### config.mk
export PLATFORM = sky130hd
export DESIGN_NAME = mole_round_scheduler
export DESIGN_NICKNAME = d
export VERILOG_FILES = /design/src/rtl/mole_pkg.sv /design/src/rtl/mole_round_scheduler_tick_gen.sv /design/src/rtl/mole_round_scheduler.sv
export SDC_FILE = /design/constraint.sdc
export NUM_CORES = 1
export LEC_CHECK = 0
export ABC_AREA = 1
export CORE_AREA = 3 3 115 95
export CTS_BUF_LIST = sky130_fd_sc_hd__clkbuf_8
export CTS_CLUSTER_DIAMETER = 150
export CTS_CLUSTER_SIZE = 25
export DETAILED_ROUTE_END_ITERATION = 10
export DIE_AREA = 0 0 118 98
export PLACE_DENSITY_LB_ADDON = 0.05
export SLEW_MARGIN = 20
export SYNTH_ARGS = -nofsm -noshare
export SYNTH_HDL_FRONTEND = slang
export SYNTH_SLANG_ARGS = --single-unit
export TNS_END_PERCENT = 100
### constraint.sdc
create_clock -name clk -period 3.7 [get_ports clk]
set_clock_uncertainty 0.1 [all_clocks]
set_input_delay 0.37 -clock clk [delete_from_list [all_inputs] [get_ports clk]]
set_output_delay 0.37 -clock clk [all_outputs]
set_load 0.05 [all_outputs]
### src/rtl/mole_pkg.sv
// Shared types and constants for the whack-a-mole round controller.
package mole_pkg;

  typedef enum logic [1:0] {
    IDLE = 2'd0,
    GAP  = 2'd1,
    UP   = 2'd2,
    DONE = 2'd3
  } state_t;

  localparam logic [7:0] LFSR_SEED = 8'hA5;
  // Taps 8,6,5,4 expressed as bit positions 7,5,4,3.
  localparam logic [7:0] LFSR_TAPS = 8'hB8;

  function automatic logic [7:0] lfsr_next(input logic [7:0] v);
    return {v[6:0], ^(v & LFSR_TAPS)};
  endfunction

endpackage

### src/rtl/mole_round_scheduler_tick_gen.sv
// Single-cycle game tick enable, one pulse every TICK_DIV cycles while enabled.
module tick_gen #(
  parameter int TICK_DIV = 10_000_000
) (
  input  logic clk,
  input  logic reset,
  input  logic en,
  output logic tick
);

  localparam int CW = $clog2(TICK_DIV);
  localparam logic [CW-1:0] LAST = CW'(TICK_DIV - 1);

  logic [CW-1:0] cnt;

  // NOTE: sequential state uses non-blocking assignments so every register
  // samples pre-edge values regardless of process ordering.
  always_ff @(posedge clk or posedge reset) begin
    if (reset)              cnt <= '0;
    else if (!en)           cnt <= '0;
    else if (cnt == LAST)   cnt <= '0;
    else                    cnt <= cnt + CW'(1);
  end

  assign tick = en && (cnt == LAST);

endmodule

### src/rtl/mole_round_scheduler.sv
// Whack-a-mole round controller: mole sequencing, hit judging, score and round timer.
module mole_round_scheduler #(
  parameter int TICK_DIV    = 10_000_000,
  parameter int NUM_MOLES   = 4,
  parameter int UP_TICKS    = 8,
  parameter int GAP_TICKS   = 4,
  parameter int ROUND_TICKS = 600,
  parameter int SCORE_W     = 8
) (
  input  logic                               clk,
  input  logic                               reset,
  input  logic                               start,
  input  logic [NUM_MOLES-1:0]               hit,
  output logic [NUM_MOLES-1:0]               mole,
  output logic [SCORE_W-1:0]                 score,
  output logic [$clog2(ROUND_TICKS+1)-1:0]   time_left,
  output logic                               busy,
  output logic                               hit_ok,
  output logic                               miss,
  output logic                               round_done
);
  import mole_pkg::*;

  localparam int HOLE_W = $clog2(NUM_MOLES);
  localparam int TL_W   = $clog2(ROUND_TICKS + 1);
  localparam int PH_MAX = (UP_TICKS > GAP_TICKS) ? UP_TICKS : GAP_TICKS;
  localparam int PH_W   = $clog2(PH_MAX + 1);

  state_t               state_q, state_d;
  logic [7:0]           lfsr_q;
  logic [HOLE_W-1:0]    hole_q, hole_d, cand;
  logic [PH_W-1:0]      phase_q, phase_d;
  logic [NUM_MOLES-1:0] mole_d;
  logic [SCORE_W-1:0]   score_d;
  logic [TL_W-1:0]      time_d;
  logic                 busy_d, hit_ok_d, miss_d, done_d, tick;

  tick_gen #(.TICK_DIV(TICK_DIV)) u_tick (
    .clk   (clk),
    .reset (reset),
    .en    (busy),
    .tick  (tick)
  );

  // Never repeat the previous hole: bump the candidate by one, wrapping.
  always_comb begin
    cand = lfsr_q[HOLE_W-1:0];
    if (cand == hole_q) cand = cand + HOLE_W'(1);
  end

  // NOTE: every variable gets a default before the case so no path can
  // leave it unassigned and infer a latch.
  always_comb begin
    state_d  = state_q;
    hole_d   = hole_q;
    phase_d  = phase_q;
    mole_d   = mole;
    score_d  = score;
    time_d   = time_left;
    hit_ok_d = 1'b0;
    miss_d   = 1'b0;
    done_d   = 1'b0;

    case (state_q)
      IDLE, DONE: begin
        if (start) begin
          state_d = GAP;
          time_d  = TL_W'(ROUND_TICKS);
          score_d = '0;
          phase_d = PH_W'(GAP_TICKS);
          mole_d  = '0;
        end
      end
      GAP: begin
        if (tick) begin
          phase_d = phase_q - PH_W'(1);
          if (phase_q == PH_W'(1)) begin
            hole_d       = cand;
            mole_d       = '0;
            mole_d[cand] = 1'b1;
            phase_d      = PH_W'(UP_TICKS);
            state_d      = UP;
          end
        end
      end
      UP: begin
        if (hit[hole_q]) begin
          if (score != '1) score_d = score + SCORE_W'(1);
          hit_ok_d = 1'b1;
          mole_d   = '0;
          phase_d  = PH_W'(GAP_TICKS);
          state_d  = GAP;
        end else if (|hit) begin
          if (score != '0) score_d = score - SCORE_W'(1);
          miss_d = 1'b1;
        end else if (tick) begin
          phase_d = phase_q - PH_W'(1);
          if (phase_q == PH_W'(1)) begin
            miss_d  = 1'b1;
            mole_d  = '0;
            phase_d = PH_W'(GAP_TICKS);
            state_d = GAP;
          end
        end
      end
      default: ;
    endcase

    // Round expiry overrides the mole phase but keeps any score update above.
    if ((state_q == GAP || state_q == UP) && tick) begin
      time_d = time_left - TL_W'(1);
      if (time_left == TL_W'(1)) begin
        state_d = DONE;
        mole_d  = '0;
        done_d  = 1'b1;
      end
    end

    busy_d = (state_d == GAP) || (state_d == UP);
  end

  always_ff @(posedge clk or posedge reset) begin
    if (reset) begin
      state_q    <= IDLE;
      lfsr_q     <= LFSR_SEED;
      hole_q     <= '0;
      phase_q    <= '0;
      mole       <= '0;
      score      <= '0;
      time_left  <= '0;
      busy       <= 1'b0;
      hit_ok     <= 1'b0;
      miss       <= 1'b0;
      round_done <= 1'b0;
    end else begin
      state_q    <= state_d;
      lfsr_q     <= lfsr_next(lfsr_q);
      hole_q     <= hole_d;
      phase_q    <= phase_d;
      mole       <= mole_d;
      score      <= score_d;
      time_left  <= time_d;
      busy       <= busy_d;
      hit_ok     <= hit_ok_d;
      miss       <= miss_d;
      round_done <= done_d;
    end
  end

endmodule

==> qor.csv <==
metric,value,unit
grt_max_degree,47,
drc_errors,0,
nets,585,
netlist_area,0.00394,sq mm
multiInputGateArea,0.00196,sq mm
min_from,lfsr_q[6]$_DFF_PP0_,
yosys.area.top_type,dfrtp_1,
synth-simple-area-share,31.4,%
area_delta_synth_final,16.8,%
synth_fa_ha_area_share,4.63,%
cp-startpoint,state_q[0]$_DFF_PP0_,
muxShareOfSynthArea,0.540,%
finalCritPeriodShare,65.7,%
die_area,0.0116,sq mm
io_pins,33,
hold_buffers,0,
p_clk_share,29.2,%
hold_path_class,register to register,
crit_path_max_fanout,10,
synth_xor_area_share,3.11,%
avgRoutedWirePerCell,13.1,microns
hold_viol_final,0,
status,"finished, final reports clean",
synthCells,522,
async_flop_share,100,%
switching_share,36.4,%
fillers,997,
critPathRequiredTime,3.82,ns
final_core_util,47.3,%
antenna_left,0,
leakage,0.00208,uW
ys_top_cells_by_area,"dfrtp_1, nand2_1, inv_1, nor2_1, ha_1",
critPathCaptureType,register,
core_area,0.00973,sq mm
switching_power,679,uW
power.internal,1180,uW
setup_viol,0,
p_comb_share,26.1,%
antenna_found_initial,0,
regToRegStartpoint,state_q[0]$_DFF_PP0_,
ys_seq_area_share,42.0,%
vias,3454,
port_buffers,32,
arrival,2.55,ns
drive_above_1_share,7.39,%
clkTransAtPathRegs,0.07,ns
die_x,118,microns
power-per-cell-area,405,mW/mm^2
seq_power_share,44.7,%
worstSkewPairLatency,0.35,ns
std_cell_rows,32,
cap_viol_max_count,0,
grt_first_pass_wirelength,16100,microns
synth_edf_count,0,
cts_tree,yes,
grt_pass1_vias,3298,
start_kind,register,
numCtsBuffers,9,
slew_violations,0,
clockBufferDepth,2,
fmax,411,MHz
critical_path_class,register to register,
avgSynthCellArea,7.55,sq um
die_h,98,microns
wl,9200,microns
tightest_slew,0.811,ns
vias_per_cell,4.91,
rsz0062_at_grt,no,
ys_types,37,
dp_hpwl,6870,microns
synth_most_common_cell,nand2_1,
grt-ovfl-total,0,
dr.pass1.iters,5,
grt_usage,16.9,%
synth-seq-cells,66,
seqCellArea,0.00166,sq mm
drtIter0Drc,253,
diodes,0,
synth_compound_area_share,10.1,%
yosysWarningCount,0,
fin_crit,2.43,ns
floorplan.initialDensity,40.5,%
ys.flop_type,dfrtp_1,
relSlewSlack,45.9,%
synthesis.nets,543,
synth_top_family_by_area,simple AND/OR/NAND/NOR gates,
clock-sinks,66,
irDropWorstVdd,0.000300,V
ys_top_cells_by_count,"nand2_1, inv_1, dfrtp_1",
synth_top_area_share,39.4,%
ctsResizeCount,0,
finalSetupTns,0,ns
post_cts_buffers,0,
gp_congestion,0.826,
cts.htree.levels,3,
cts_root_buffer,clkbuf_8,
-- stage by stage --
stage	setup WS [ns]	area [sq um]	total power [uW]	instances	hold WS, ns
2_1_floorplan	1.58	3940	1200	522	0.233
3_3_place_gp	1.08	4430	1330	689	0.235
3_5_place_dp	1.04	4430	1330	689	0.244
4_1_cts	1.28	4600	1890	704	0.262
5_1_grt	1.00	4600	2000	704	0.270
6_report	1.27	4600	1860	704	0.255
-- critical path, stage by stage, from the launching register on --
cell and delay, ns:
dfrtp_1 0.41, inv_1 0.06, ha_1 0.33, clkinv_1 0.32, nor2_1 0.46, inv_1 0.15, o21ai_0 0.17, a21oi_4 0.09
o211ai_1 0.09, o21ai_0 0.11
-- registers in the layout, summed over array words and instances (netlist names) --
signal / flops
u_tick.cnt: 24
time_left: 10
lfsr_q: 8
score: 8
mole: 4
phase_q: 4
hole_q: 2
state_q: 2
busy: 1
hit_ok: 1
miss: 1
round_done: 1
-- routing by layer --
layer / up-vias / routed length, microns / part of all wire (%) / GRT usage [%]
li1: 1792 / - / - / -
met1: 1590 / 4750 / 52 / 24.7
met2: 61 / 4010 / 44 / 25.0
met3: 11 / 331 / 3.6 / 4.23
met4: 0 / 108 / 1.2 / 4.59
met5: - / 0 / 0 / 0
-- layout by cell type (no fill, tap or decap), types with 9 or more instances in the layout --
cell type | synthesis | routed
a21oi_1 | 28 | 28
ha_1 | 13 | 13
nand2_1 | 118 | 118
nand3_1 | 31 | 31
clkdlybuf4s50_1 | 0 | 32
o21ai_0 | 24 | 24
clkbuf_8 | 0 | 11
o22ai_1 | 9 | 9
nand4_1 | 18 | 18
dfrtp_1 | 62 | 62
xor2_1 | 12 | 12
nor2_1 | 61 | 61
inv_1 | 78 | 78
nor3_1 | 19 | 19
-- power groups by stage --
stage | registers (uW) | clock network, uW | logic [uW]
after detailed placement | 847 | 0 | 487
after global placement | 845 | 0 | 485
after floorplan | 855 | 0 | 346
final | 833 | 544 | 487
after global routing | 844 | 600 | 554
after CTS | 833 | 566 | 490
-- path summary, 6_finish.rpt --
path                            depth (start not counted)  slack (ns)                       end
worst min-delay path                                    0        0.26       lfsr_q[7]$_DFF_PP1_
max in group asynchronous                               3        2.43  time_left[9]$_DFFE_PP0P_
worst max register to register                          9        1.27    phase_q[3]$_DFFE_PP0P_
worst min register to register                          0        0.26       lfsr_q[7]$_DFF_PP1_
worst max-delay path                                    9        1.27    phase_q[3]$_DFFE_PP0P_
min in group asynchronous                               2        0.37  time_left[3]$_DFFE_PP0P_
-- cell families after synthesis --
kind of cell	Yosys count
buffers and inverters	86
adders and majority gates	14
DFF	66
muxes	2
xor gates and xnor gates	14
AOI/OAI and AO/OA	70
and+or+nand+nor	270
-- area by class of cell --
class | count | area share (%)
Clock buffer | 11 | 3.29
Multi-Input combinational cell | 370 | 42.6
Sequential cell | 66 | 36.0
Timing Repair Buffer | 34 | 7.28
Inverter | 83 | 6.79
Clock inverter | 4 | 0.408
Tap cell | 136 | 3.70
Power figures use the tool's default switching activity.
